[src/rtl/imu_pkg.sv]
// imu_pkg: constants and helpers shared by the IMU sample-smoothing blocks.
//   IMU_WIDTH      - raw sample width in bits (two's-complement)
//   IMU_LOG2_DEPTH - default log2 of the moving-average window length
//   sum_width()    - width of a signed running sum covering 2^log2_depth
//                    samples of the given width
package imu_pkg;

  localparam int IMU_WIDTH      = 16;
  localparam int IMU_LOG2_DEPTH = 2;

  // Adding 2^L values of W bits grows the magnitude by at most L bits.
  function automatic int sum_width(input int width, input int log2_depth);
    return width + log2_depth;
  endfunction

endpackage

[src/rtl/imu_sample_ring.sv]
// imu_sample_ring: N-entry circular sample buffer (N = 2^LOG2_DEPTH).
// It is built from discrete registers rather than RAM so that clear can
// zero every entry in a single cycle.
//   clk     - system clock, rising edge
//   rst     - synchronous active-high reset (all entries and pointer to 0)
//   clear   - synchronous flush, same effect as rst
//   wr_en   - write wr_data into the slot at the write pointer, then advance
//   wr_data - sample to store
//   oldest  - entry at the write pointer, i.e. the sample about to be evicted
//             (0 while the window is still filling)
module imu_sample_ring #(
  parameter int WIDTH      = 16,
  parameter int LOG2_DEPTH = 2
) (
  input  logic             clk,
  input  logic             rst,
  input  logic             clear,
  input  logic             wr_en,
  input  logic [WIDTH-1:0] wr_data,
  output logic [WIDTH-1:0] oldest
);

  localparam int N = 1 << LOG2_DEPTH;

  logic [WIDTH-1:0]      entry_reg [N];
  logic [LOG2_DEPTH-1:0] wr_ptr_reg;

  // N is a power of two, so the pointer wraps N-1 -> 0 by natural overflow.
  always_ff @(posedge clk) begin
    if (rst || clear) begin
      wr_ptr_reg <= '0;
    end else if (wr_en) begin
      wr_ptr_reg <= wr_ptr_reg + LOG2_DEPTH'(1);
    end
  end

  for (genvar gi = 0; gi < N; gi++) begin : g_entry
    always_ff @(posedge clk) begin
      if (rst || clear) begin
        entry_reg[gi] <= '0;
      end else if (wr_en && (wr_ptr_reg == LOG2_DEPTH'(gi))) begin
        entry_reg[gi] <= wr_data;
      end
    end
  end

  assign oldest = entry_reg[wr_ptr_reg];

endmodule

[src/rtl/imu_moving_avg.sv]
// imu_moving_avg: boxcar moving-average filter for the raw IMU stream.
// Emits the floor of (sum of last N accepted samples) / N one cycle after
// each accepted sample; empty slots count as zero during warm-up.
//   clk       - system clock, rising edge
//   rst       - synchronous active-high reset
//   in_valid  - qualifies in_sample for one cycle
//   in_sample - signed raw sample
//   clear     - synchronous flush of all window state (drops a coincident sample)
//   out_valid - one-cycle pulse, out_avg updated
//   out_avg   - signed window mean
//   primed    - high once N samples accepted since last reset/clear
module imu_moving_avg
  import imu_pkg::*;
#(
  parameter int WIDTH      = IMU_WIDTH,
  parameter int LOG2_DEPTH = IMU_LOG2_DEPTH
) (
  input  logic             clk,
  input  logic             rst,
  input  logic             in_valid,
  input  logic [WIDTH-1:0] in_sample,
  input  logic             clear,
  output logic             out_valid,
  output logic [WIDTH-1:0] out_avg,
  output logic             primed
);

  localparam int N     = 1 << LOG2_DEPTH;
  localparam int SUM_W = sum_width(WIDTH, LOG2_DEPTH);
  localparam logic [LOG2_DEPTH:0] FILL_MAX  = (LOG2_DEPTH + 1)'(N);
  localparam logic [LOG2_DEPTH:0] FILL_LAST = (LOG2_DEPTH + 1)'(N - 1);

  logic                    accept;
  logic [WIDTH-1:0]        oldest;
  logic signed [SUM_W-1:0] sample_ext;
  logic signed [SUM_W-1:0] oldest_ext;
  logic signed [SUM_W-1:0] sum_reg;
  logic signed [SUM_W-1:0] sum_next;
  logic [LOG2_DEPTH:0]     fill_reg;

  // clear wins over in_valid: a coincident sample is dropped.
  assign accept = in_valid && !clear;

  imu_sample_ring #(
    .WIDTH      (WIDTH),
    .LOG2_DEPTH (LOG2_DEPTH)
  ) u_ring (
    .clk     (clk),
    .rst     (rst),
    .clear   (clear),
    .wr_en   (accept),
    .wr_data (in_sample),
    .oldest  (oldest)
  );

  assign sample_ext = {{LOG2_DEPTH{in_sample[WIDTH-1]}}, in_sample};
  assign oldest_ext = {{LOG2_DEPTH{oldest[WIDTH-1]}}, oldest};
  assign sum_next   = sum_reg + sample_ext - oldest_ext;

  always_ff @(posedge clk) begin
    if (rst || clear) begin
      sum_reg   <= '0;
      fill_reg  <= '0;
      out_avg   <= '0;
      out_valid <= 1'b0;
      primed    <= 1'b0;
    end else begin
      out_valid <= accept;
      if (accept) begin
        sum_reg <= sum_next;
        // Dropping the low LOG2_DEPTH bits of the signed sum is the arithmetic
        // right shift (floor toward -inf); the mean always fits in WIDTH bits.
        out_avg <= sum_next[LOG2_DEPTH +: WIDTH];
        if (fill_reg != FILL_MAX) begin
          fill_reg <= fill_reg + (LOG2_DEPTH + 1)'(1);
        end
        if (fill_reg == FILL_LAST) begin
          primed <= 1'b1;
        end
      end
    end
  end

endmodule

[config.mk]
export PLATFORM = sky130hd
export DESIGN_NAME = imu_moving_avg
export DESIGN_NICKNAME = d
export VERILOG_FILES = /design/src/rtl/imu_pkg.sv /design/src/rtl/imu_sample_ring.sv /design/src/rtl/imu_moving_avg.sv
export SDC_FILE = /design/constraint.sdc
export NUM_CORES = 1
export LEC_CHECK = 0
export CAP_MARGIN = 20
export CORE_ASPECT_RATIO = 0.7
export CORE_MARGIN = 2
export CORE_UTILIZATION = 40
export CTS_CLUSTER_SIZE = 20
export DETAILED_ROUTE_END_ITERATION = 12
export GPL_TIMING_DRIVEN = 1
export HOLD_SLACK_MARGIN = 0.15
export PLACE_DENSITY = 0.63
export SETUP_SLACK_MARGIN = 0.02
export SLEW_MARGIN = 20
export SYNTH_ARGS = -nofsm -noshare
export SYNTH_HDL_FRONTEND = slang
export SYNTH_SLANG_ARGS = --single-unit
[constraint.sdc]
create_clock -name clk -period 9.5 [get_ports clk]
set_clock_uncertainty 0.1 [all_clocks]
set_input_delay 0.95 -clock clk [delete_from_list [all_inputs] [get_ports clk]]
set_output_delay 0.95 -clock clk [all_outputs]
set_load 0.05 [all_outputs]
==> results of run 1 <==
-- logic make-up after synthesis --
kind of cell	after synthesis	synth area share
compound gates	53	0.06984
xor+xnor	16	0.02625
fa+ha+maj	43	0.1247
buf+inv	107	0.08742
flops	91	0.4612
mux	26	0.08648
simple gates	145	0.1441
-- stage by stage --
step	area, um^2	hold WS, ns	power (uW)	utilization	worst slack [ns]
after floorplan	5339	0.3525	732.9	-	5.816
after global placement	5751	0.3749	806.3	0.4392	5.456
final	6063	0.3851	1190	0.4631	5.675
after CTS	6063	0.3901	1193	0.4631	5.673
after global routing	6063	0.4259	1253	0.4631	5.449
after detailed placement	5751	0.3777	809.2	0.4392	5.425
-- worst register-to-register path: stages (launching register included) --
cell	delay [ns]
sky130_fd_sc_hd__dfxtp_1	0.90
sky130_fd_sc_hd__mux4_2	0.43
sky130_fd_sc_hd__fa_1	0.50
sky130_fd_sc_hd__inv_1	0.05
sky130_fd_sc_hd__ha_1	0.35
sky130_fd_sc_hd__a21oi_1	0.26
sky130_fd_sc_hd__nor3_1	0.09
sky130_fd_sc_hd__or3_1	0.33
sky130_fd_sc_hd__a221oi_2	0.29
sky130_fd_sc_hd__mux2_1	0.36
sky130_fd_sc_hd__o31ai_1	0.07
-- area by class of cell --
type                       instances  area share
clock buffer                      11     0.03838
clock inverter                     5     0.01321
inverter                          74     0.04581
multi-input combinational        283      0.3974
sequential                        91      0.4061
tap                              166     0.03425
timing repair buffer              40     0.06480
-- power by group through the flow --
stage | logic (uW) | clock network [uW] | registers, uW
after floorplan | 271 | 0 | 462
after global routing | 388 | 404 | 461
after CTS | 344 | 389 | 460
after global placement | 339 | 0 | 467
final | 345 | 385 | 459
after detailed placement | 341 | 0 | 468
-- synthesized netlist by cell type, drive strengths merged (8+ instances only) --
cell type / n
inv: 74
mux2i: 9
nor2: 25
ha: 26
edfxtp: 64
xnor2: 11
clkbuf: 13
dfxtp: 27
mux4: 16
buf: 20
nand3: 8
nand2: 26
and2: 66
a21oi: 21
o21ai: 10
fa: 17
-- routing by layer --
layer	routed length (um)	global-route usage	up-vias
met3	436	0.04086	10
li1	-	-	1643
met5	0	0	-
met2	5313	0.2861	73
met1	5735	0.2485	1693
met4	97	0.03769	0
-- worst max path at each step --
stage / startpoint / to / slack (ns)
after CTS: register / out_avg[12]$_SDFFE_PN0P_ / 5.67
final: register / out_avg[12]$_SDFFE_PN0P_ / 5.68
after global placement: in_sample[12] / out_avg[12]$_SDFFE_PN0P_ / 5.46
after floorplan: register / out_avg[12]$_SDFFE_PN0P_ / 5.82
after global routing: register / sum_reg[17]$_SDFFE_PN0P_ / 5.45
after detailed placement: in_sample[7] / out_avg[12]$_SDFFE_PN0P_ / 5.42
==> run summary, run 1 <==
The library cells used most frequently in the layout, excluding fill and tap cells, are sky130_fd_sc_hd__inv_1, sky130_fd_sc_hd__and2_1, sky130_fd_sc_hd__edfxtp_1, sky130_fd_sc_hd__clkdlybuf4s50_1, sky130_fd_sc_hd__dfxtp_1. The tools report the total net switching power as 375.1 uW. Including well taps, the total number of placed cells is 654.

The number of storage elements in the synthesis netlist was 91. TritonCTS built the clock tree. The area added between synthesis and finish was 13.57%; the post-route non-filler standard cell count was 670.

Entering global routing, the biggest net connects 28 pins. Post-CTS timing repair inserted 0 buffers for setup. The clock transition at the registers of the reported paths is 0.07 ns, and the count of port buffers added during placement is 37. The share of the synthesized area in the top cell type works out to 0.3600.

By area the synthesized netlist is led by sky130_fd_sc_hd__edfxtp_1, sky130_fd_sc_hd__dfxtp_1, sky130_fd_sc_hd__and2_1. CTS root buffer: sky130_fd_sc_hd__clkbuf_16. Largest stage delay on the critical path: 0.90 ns. The logs give 0 for the number of antenna violations at the first check in global routing and 0.1778 for the aggregate global-route resource usage. In the final timing run, aggregate negative setup slack is 0 ns. The minimum clock period was 3.825 ns; the aggregate global routing overflow was 0. The detailed router finished its first iteration with 252 violations. The proportion of synthesized flip-flops having asynchronous set or reset was 0; the worst-margin pin slew was 0.8942 ns. Post-route fraction of the period consumed by the critical path: 0.4026.

Traced cell by cell, the critical path runs through mux4_2, fa_1, inv_1, ha_1, a21oi_1, nor3_1, or3_1, a221oi_2, mux2_1, o31ai_1. For this design, the CTS-stage hold fixing added 0 buffers. Measured along the y axis, the die boundary spans 100.7 um. Post-CTS repair changed the size of 0 cells. Yosys mapped a number of flops with a built-in enable equal to 64. The clock latency on the worst-skew pair was 0.34 ns. The most common cell after layout, fill and taps aside is sky130_fd_sc_hd__inv_1. The total buffers and inverters traversed by the critical path is 1. The via count of the first global-routing pass came out at 3,588. The first global-routing pass estimated 19,310 um of wire.

The critical path runs through a total of 10 cells. The worst hold path was traced through 2 stages. Summing all multi-input logic gate instances after layout gives 2410 um^2.

The switching power as a share of total power works out to 0.3153. In the final routed layout, each cell accounts on average for 17.29 um. For the worst flop-to-flop path, the logic depth is 10. Yosys printed 0 warnings.

Data arrives at the worst endpoint at 3.98 ns. For this design the static power due to leakage is 0.002517 uW. The relative contribution of combinational cells to total power was 0.290.

Path category of the worst min-delay check: register to register. The worst setup path is captured at a register. For the proportion of power drawn by flip-flops and latches, the log shows 0.386.

The run finished with clean final reports. The initial core utilization came out at 0.4077. The tools report the instance count of the mapped netlist as 481.

The post-synthesis cell area is 5339 um^2. The overall die width works out to 142.1 um. The most used flip-flop cell after synthesis is sky130_fd_sc_hd__edfxtp_1.

The residual antenna-violating net count after detailed routing was 0; the synthesized area per cell was 11.10 um^2. Setup repair after global routing left no endpoint under its margin. The pre-antenna-repair detailed-routing pass consisted of 5 iterations.

In this run the standard cell core region covers 13,090 um^2. The fraction of final layout cells with drive strength greater than 1 works out to 0.08333. Of all nets on the critical path, the largest fanout is 16. In this run, CTS created clock tree buffers numbering 9. Last weighted congestion value of the routability-driven placer: 0.8921. STA classifies the critical path startpoint as a register.

The power per unit of standard cell area came out at 196.2 nW/um^2. The clock drives 91 sinks. The number of fill cells was 1,204; the count of H-tree levels built during CTS was 3.

Setup violations remaining at the end of the flow were counted as 0. The floorplan step defined a die boundary enclosing 14,300 um^2. The tools report the number of max-slew violations in the final report as 0.

The number of distinct library cells after synthesis was 45; the maximum resistive drop on vdd was 0.0001064 V. The kind of cell with the highest combined delay along the critical path is flip-flops. In the final design database the tool counted 562 nets. The slack of the worst reg-to-reg path was 5.68 ns.

The biggest area contributor in the post-synthesis netlist is sky130_fd_sc_hd__edfxtp_1. The worst max-slew margin expressed relative to the limit is 0.4024. The number of hold violations in the final report was 0. The critical setup path kind was register to register. The register with the most flip-flops in the layout has 64 of them.

Beginning of the worst hold path: out_avg[13]$_SDFFE_PN0P_. The count of max-cap constraint violations was 0. In this run the count of I/O pins placed on the die edge is 38. Dividing the detail-routed via count by the number of cells gives 5.103.

Maximum clock path buffer count: 2. The path with the worst hold slack has its endpoint at out_avg[13]$_SDFFE_PN0P_. The number of diodes is 0, and the total via count in the routed design is 3,419. Once detailed placement completed, the half-perimeter wirelength came to 8042 um. Maximum clock frequency: 0.2614 GHz. After detailed routing, the number of remaining DRC violations is 0.

For this design, the slowest cell found on the critical path is sky130_fd_sc_hd__dfxtp_1. In this run the critical register-to-register path is captured at out_avg[12]$_SDFFE_PN0P_. The clock group share of total power is 0.324, and the proportion of synthesized chip area in sequential cells is 0.4612. The routed design has 11,580 um of wire.

The number of nets handed over by synthesis was 544. After floorplanning, the core was divided into 35 placement rows. The design internal power is 814.6 uW, and the area taken by flip-flops and latches is 2462 um^2. Worst endpoint required time: 9.65 ns.
Note: power is estimated with default switching activity, not from simulation.
==> inputs of run 2 (changes only) <==
--- a/config.mk
+++ b/config.mk
@@ -13,7 +13,7 @@
 export DETAILED_ROUTE_END_ITERATION = 12
 export GPL_TIMING_DRIVEN = 1
 export HOLD_SLACK_MARGIN = 0.15
-export PLACE_DENSITY = 0.63
+export PLACE_DENSITY = 0.65
 export SETUP_SLACK_MARGIN = 0.02
 export SLEW_MARGIN = 20
 export SYNTH_ARGS = -nofsm -noshare
==> constraint.sdc (replaced) <==
create_clock -name clk -period 3.23 [get_ports clk]
set_clock_uncertainty 0.1 [all_clocks]
set_input_delay 0.323 -clock clk [delete_from_list [all_inputs] [get_ports clk]]
set_output_delay 0.323 -clock clk [all_outputs]
set_load 0.05 [all_outputs]
==> run summary, run 2 (synthesis gave the netlist of run 1 again) <==
TritonCTS built the clock tree. The count of max-cap constraint violations is 0 (unchanged), and the worst max-slew margin expressed relative to the limit is 0.3879 (was 0.4024). Clock latency on the worst-skew pair: 0.35 ns (was 0.34 ns). The logs give 6147 um^2 (was 5751 um^2) for the cell area after placement and 0.408 (was 0.290) for the relative contribution of combinational cells to total power.

The worst-case hold slack was 0.3740 ns (was 0.3851 ns); the wire length of the first global-routing pass was 21,400 um (was 19,310 um). The run gives 7044 um^2 (was 6063 um^2) as the post-route standard cell area excluding fillers. The run gives 13,090 um^2 (unchanged) as the core outline area.

The type of element capturing the critical path was a register (unchanged). The total net switching power came out at 1408 uW (was 375.1 uW). The number of antenna violations at the first check in global routing was 0 (unchanged); the area added between synthesis and finish was 31.94% (was 13.57%). Number of diodes: 0 (unchanged).

The flow ran to the end, but the final reports show violations. The run gives 0 (unchanged) as the aggregate global routing overflow. The run gives 0.2007 (was 0.1778) as the aggregate global-route resource usage. The checks that failed: setup timing.

The number of flip-flops in the largest register was 64 (unchanged). The critical path endpoint was out_avg[12]$_SDFFE_PN0P_ (unchanged). The number of nets in the finished design is 628 (was 562), and the initial core utilization is 0.4077 (unchanged). Depth of the worst register-to-register path: 11 (was 10).

The run gives 1 (was 0) as the total of endpoints with negative setup slack in the final report. The worst endpoint required time was 3.40 ns (was 9.65 ns). For the number of fill cells, the log shows 1,098 (was 1,204). The number of hold violations in the final report is 0 (unchanged).

Commonest cells after routing, fill and taps aside: sky130_fd_sc_hd__inv_1, sky130_fd_sc_hd__and2_1, sky130_fd_sc_hd__edfxtp_1, sky130_fd_sc_hd__buf_4, sky130_fd_sc_hd__clkdlybuf4s50_1 (was sky130_fd_sc_hd__inv_1, sky130_fd_sc_hd__and2_1, sky130_fd_sc_hd__edfxtp_1, sky130_fd_sc_hd__clkdlybuf4s50_1, sky130_fd_sc_hd__dfxtp_1). For the reported leakage power, the log shows 0.002910 uW (was 0.002517 uW). The design internal power is 2741 uW (was 814.6 uW). The startpoint kind of the worst setup timing path is a register (unchanged).

Last weighted congestion value of the routability-driven placer: 0.8762 (was 0.8921). The run gives 3 (unchanged) as the count of H-tree levels built during CTS. The maximum clock path buffer count came out at 2 (unchanged).

Setup repair after global routing could not meet its margin everywhere. The run gives 22 (was 28) as the pin count of the biggest net entering global routing. CTS root buffer: sky130_fd_sc_hd__clkbuf_16 (unchanged).

The tools report the via count of the first global-routing pass as 4,007 (was 3,588). The proportion of power drawn by flip-flops and latches was 0.325 (was 0.386). The path category of the worst min-delay check is register to register (unchanged).

The maximum clock frequency was 0.3033 GHz (was 0.2614 GHz). The tools report the number of clock sinks as 91 (unchanged). The count of port buffers added during placement is 37 (unchanged). The most common cell after layout, fill and taps aside is sky130_fd_sc_hd__inv_1 (unchanged). The residual antenna-violating net count after detailed routing was 0 (unchanged).

The setup total negative slack was -0.06758 ns (was 0 ns); the power per unit of standard cell area was 589.0 nW/um^2 (was 196.2 nW/um^2). The detailed-route wire length was 13,590 um (was 11,580 um); the worst setup slack after layout was -0.06758 ns (was 5.675 ns). The minimum clock period was 3.298 ns (was 3.825 ns).

The length of the first detailed-routing pass in iterations is 5 (unchanged). The logs give 9 (unchanged) for the total clock buffers created by CTS and 35 (unchanged) for the cell row count. The clock transition at the registers of the reported paths was 0.07 ns (about the same); the area of the die was 14,300 um^2 (unchanged). The post-route fraction of the period consumed by the critical path is 1.021 (was 0.4026), and the number of DRC markers in iteration 0 is 233 (was 252). The run gives 4149 uW (was 1190 uW) as the power consumption. The critical setup path kind was register to register (unchanged). The vertical extent of the die is 100.7 um (unchanged), and the maximum resistive drop on vdd is 0.0003199 V (was 0.0001064 V). Half-perimeter wire length after placement: 9000 um (was 8042 um). The critical path arrival was 3.47 ns (was 3.98 ns); the vias per cell was 5.140 (was 5.103). The tools report the number of buffers inserted by hold repair at cts as 0 (unchanged).

The number of max-slew violations in the final report was 0 (unchanged); the routed length per placed instance was 18.46 um (was 17.29 um). The overall die width came out at 142.1 um (unchanged). The fraction of final layout cells with drive strength greater than 1 was 0.2930 (was 0.08333). Slack of the worst reg-to-reg path: -0.07 ns (was 5.68 ns). The tools report the count of boundary I/O pins as 38 (unchanged). The worst flop-to-flop path endpoint was out_avg[12]$_SDFFE_PN0P_ (unchanged).

The switching power as a share of total power is 0.3394 (was 0.3153), and the clock group share of total power is 0.267 (was 0.324). The maximum fanout count along the critical path was 5 (was 16); the worst-margin pin slew was 0.9159 ns (was 0.8942 ns). The final routed DRC violation total was 0 (unchanged); the total via count in the routed design was 3,783 (was 3,419).
run 2: cell count changes in the layout (fill, tap and decap cells not counted), sizes merged:
cell	before	now
buf	3	69
inv	74	79
clkbuf	11	9
clkinvlp	2	0
bufinv	2	1
run 2: metrics by stage:
step	setup WS [ns]	instances	util
floorplan	-0.1531	481	-
global placement	-0.1653	703	0.4695
detailed placement	-0.2221	703	0.4695
CTS	-0.07925	727	0.5204
global route	-0.1658	736	0.5380
finish	-0.06758	736	0.5380
run 2: worst min-delay path by stage:
stage	startpoint	end	slack, ns	cells after the start
2_1_floorplan	out_avg[5]$_SDFFE_PN0P_	out_avg[5]$_SDFFE_PN0P_	0.35	2
3_3_place_gp	primed$_SDFFE_PN0P_	primed$_SDFFE_PN0P_	0.36	2
3_5_place_dp	primed$_SDFFE_PN0P_	primed$_SDFFE_PN0P_	0.36	2
4_1_cts	primed$_SDFFE_PN0P_	primed$_SDFFE_PN0P_	0.38	2
5_1_grt	out_avg[5]$_SDFFE_PN0P_	out_avg[5]$_SDFFE_PN0P_	0.42	2
6_report	primed$_SDFFE_PN0P_	primed$_SDFFE_PN0P_	0.37	2
run 2: timing repair:
item	in CTS	in global routing
gates cloned	1	0
pin swaps	28	32
gates resized for setup	49	34
endpoints found under the setup margin	13	13
buffers inserted	8	11
run 2: layer usage:
layer | GRT usage | part of all wire | wire [um]
met5 | 0 | 0 | 0
met4 | 0.06462 | 0.016 | 223
met3 | 0.04466 | 0.052 | 702
met2 | 0.3296 | 0.48 | 6495
met1 | 0.2670 | 0.45 | 6165
run 2: area by class of cell:
class	count	area, um^2	area share
clock buffer	9	225.2	0.03197
multi-input combinational	283	2824	0.4009
tap	166	207.7	0.02948
clock inverter	7	78.83	0.01119
sequential	91	2466	0.3501
inverter	74	277.8	0.03943
timing repair buffer	106	964.7	0.1369
run 2: power by group through the flow:
stage | Clock (uW) | Sequential (uW) | Combinational (uW)
final | 1110 | 1350 | 1690
after global routing | 1170 | 1360 | 1830
after CTS | 1110 | 1350 | 1490
after detailed placement | 0 | 1380 | 1230
after global placement | 0 | 1370 | 1210
after floorplan | 0 | 1360 | 809
run 2: critical path, cell delays in order (launching register included):
cell	delay [ns]
sky130_fd_sc_hd__dfxtp_4	0.38
sky130_fd_sc_hd__buf_12	0.13
sky130_fd_sc_hd__mux4_2	0.51
sky130_fd_sc_hd__fa_1	0.50
sky130_fd_sc_hd__inv_1	0.07
sky130_fd_sc_hd__ha_4	0.25
sky130_fd_sc_hd__a21oi_4	0.16
sky130_fd_sc_hd__nand2_1	0.07
sky130_fd_sc_hd__or3_1	0.36
sky130_fd_sc_hd__a221oi_2	0.26
sky130_fd_sc_hd__mux2_1	0.35
sky130_fd_sc_hd__o31ai_1	0.07
==> inputs of run 3 (changes only) <==
--- a/config.mk
+++ b/config.mk
@@ -13,7 +13,8 @@
 export DETAILED_ROUTE_END_ITERATION = 12
 export GPL_TIMING_DRIVEN = 1
 export HOLD_SLACK_MARGIN = 0.15
-export PLACE_DENSITY = 0.65
+export PLACE_DENSITY = 0.63
+export REMOVE_ABC_BUFFERS = 1
 export SETUP_SLACK_MARGIN = 0.02
 export SLEW_MARGIN = 20
 export SYNTH_ARGS = -nofsm -noshare
==> constraint.sdc (replaced) <==
create_clock -name clk -period 4.3 [get_ports clk]
set_clock_uncertainty 0.1 [all_clocks]
set_input_delay 0.43 -clock clk [delete_from_list [all_inputs] [get_ports clk]]
set_output_delay 0.43 -clock clk [all_outputs]
set_load 0.05 [all_outputs]
==> run summary, run 3 (synthesis gave the netlist of run 1 again) <==
The clock transition at the registers of the reported paths is 0.08 ns (was 0.07 ns), and the worst-case hold slack is 0.3876 ns (was 0.3740 ns). The CTS root buffer is sky130_fd_sc_hd__clkbuf_16 (unchanged). Setup repair after global routing left no endpoint under its margin. The fraction of final layout cells with drive strength greater than 1 was 0.09449 (was 0.2930). The final routed DRC violation total was 0 (unchanged). The minimum clock period was 3.879 ns (was 3.298 ns); the worst-margin pin slew was 0.8359 ns (was 0.9159 ns). The length of the first detailed-routing pass in iterations is 5 (unchanged).

The power per unit of standard cell area was 429.6 nW/um^2 (was 589.0 nW/um^2). The area of the die is 14,300 um^2 (unchanged). The last weighted congestion value of the routability-driven placer came out at 0.8880 (was 0.8762). Count of max-cap constraint violations: 0 (unchanged). The run gives 8580 um (was 9000 um) as the half-perimeter wire length after placement. TritonCTS built the clock tree.

The run gives 0.2578 GHz (was 0.3033 GHz) as the maximum clock frequency. The total of endpoints with negative setup slack in the final report was 0 (was 1); the count of port buffers added during placement was 37 (unchanged). The vertical extent of the die came out at 100.7 um (unchanged). The flow ran to the end, and the final reports show no timing, DRC or antenna violations. The reported leakage power was 0.002548 uW (was 0.002910 uW). The overall die width is 142.1 um (unchanged), and the core outline area is 13,090 um^2 (unchanged). The tools report the total via count in the routed design as 3,366 (was 3,783). The run gives 0 (was 8) as the post-CTS setup repair buffer count. The run gives 0 (unchanged) as the number of diodes. The run gives 0 (was 49) as the post-cts resize count.

The detailed-route wire length came out at 11,620 um (was 13,590 um). For the count of H-tree levels built during CTS, the log shows 3 (unchanged). The run gives 18,980 um (was 21,400 um) as the wire length of the first global-routing pass. The worst max-slew margin expressed relative to the limit was 0.4414 (was 0.3879). The tools report the initial core utilization as 0.4077 (unchanged). The post-route fraction of the period consumed by the critical path is 0.9021 (was 1.021), and the number of flip-flops in the largest register is 64 (unchanged).

The path category of the worst min-delay check is register to register (unchanged). The aggregate global-route resource usage is 0.1790 (was 0.2007). For the residual antenna-violating net count after detailed routing, the log shows 0 (unchanged). For the critical path arrival, the log shows 4.03 ns (was 3.47 ns). The pin count of the biggest net entering global routing was 22 (unchanged); the routed length per placed instance was 17.24 um (was 18.46 um). The startpoint kind of the worst setup timing path was a register (unchanged). For the via count of the first global-routing pass, the log shows 3,349 (was 4,007). The maximum fanout count along the critical path is 10 (was 5), and the clock latency on the worst-skew pair is 0.35 ns (about the same). The logs give 0 (unchanged) for the number of max-slew violations in the final report and 0 (unchanged) for the aggregate global routing overflow. The number of buffers inserted by hold repair at cts is 0 (unchanged).

The post-route standard cell area excluding fillers came out at 6093 um^2 (was 7044 um^2). The tools report the maximum resistive drop on vdd as 0.0002260 V (was 0.0003199 V). The critical setup path kind is register to register (unchanged).

The cell row count is 35 (unchanged). For the cell area after placement, the log shows 5781 um^2 (was 6147 um^2). Commonest cells after routing, fill and taps aside: sky130_fd_sc_hd__inv_1, sky130_fd_sc_hd__and2_1, sky130_fd_sc_hd__edfxtp_1, sky130_fd_sc_hd__clkdlybuf4s50_1, sky130_fd_sc_hd__dfxtp_1 (was sky130_fd_sc_hd__inv_1, sky130_fd_sc_hd__and2_1, sky130_fd_sc_hd__edfxtp_1, sky130_fd_sc_hd__buf_4, sky130_fd_sc_hd__clkdlybuf4s50_1). The setup total negative slack was 0 ns (was -0.06758 ns); the number of clock sinks was 91 (unchanged).

The number of antenna violations at the first check in global routing came out at 0 (unchanged). The number of hold violations in the final report was 0 (unchanged). The count of boundary I/O pins is 38 (unchanged).

The most common cell after layout, fill and taps aside is sky130_fd_sc_hd__inv_1 (unchanged). The maximum clock path buffer count is 2 (unchanged), and the area added between synthesis and finish is 14.13% (was 31.94%). The worst endpoint required time is 4.46 ns (was 3.40 ns), and the vias per cell is 4.994 (was 5.140). The logs give 566 (was 628) for the number of nets in the finished design and 9 (unchanged) for the total clock buffers created by CTS.

The run gives 252 (was 233) as the number of DRC markers in iteration 0. Type of element capturing the critical path: a register (unchanged).
==> run 3: layout make-up <==
class / instances / area [um^2]
inverters: 74 / 277.8
clock inverters: 7 / 87.58
well taps: 166 / 207.7
flip-flops and latches: 91 / 2462
multi-input cells: 283 / 2410
repair buffers: 44 / 422.9
clock buffers: 9 / 225.2
fillers: 1181 / 7000
==> run 3: final timing paths <==
| kind | to | from | slack (ns) | cells past startpoint |
|---|---|---|---|---|
| worst min register to register | out_avg[7]$_SDFFE_PN0P_ | out_avg[7]$_SDFFE_PN0P_ | 0.39 | 2 |
| worst max register to register | out_avg[12]$_SDFFE_PN0P_ | register | 0.42 | 10 |
| worst max-delay path | out_avg[12]$_SDFFE_PN0P_ | register | 0.42 | 10 |
| worst min-delay path | out_avg[7]$_SDFFE_PN0P_ | out_avg[7]$_SDFFE_PN0P_ | 0.39 | 2 |
==> run 3: critical path, stage by stage, from the launching register on <==
cell and delay, ns:
sky130_fd_sc_hd__dfxtp_1 0.72, sky130_fd_sc_hd__mux4_2 0.60, sky130_fd_sc_hd__fa_1 0.50, sky130_fd_sc_hd__inv_1 0.05, sky130_fd_sc_hd__ha_1 0.37, sky130_fd_sc_hd__a21oi_1 0.27, sky130_fd_sc_hd__nor2_1 0.10, sky130_fd_sc_hd__or3_1 0.38
sky130_fd_sc_hd__a221oi_2 0.28, sky130_fd_sc_hd__mux2_1 0.34, sky130_fd_sc_hd__o31ai_1 0.07
==> run 3: power breakdown <==
group | switching (uW) | total (uW) | internal, uW
Combinational | 463 | 767 | 304
Sequential | 28.8 | 1020 | 987
Clock | 369 | 836 | 467
==> run 3: per-layer routing <==
metal  GRT usage  vias to the layer above  part of all wire
li1            -                     1648                 -
met1      0.2787                     1624              0.51
met2      0.2546                       94              0.42
met3     0.04276                        0             0.070
met4     0.03231                        0                 0
met5           0                        -                 0
==> run 3: through the flow <==
step | cells | power, uW | worst slack (ns) | util
floorplan | 448 | 1587 | 0.5222 | -
detailed placement | 658 | 1796 | 0.4702 | 0.4415
global route | 674 | 2770 | 0.1240 | 0.4654
CTS | 674 | 2631 | 0.3936 | 0.4654
finish | 674 | 2618 | 0.4210 | 0.4654
global placement | 658 | 1785 | 0.4922 | 0.4415
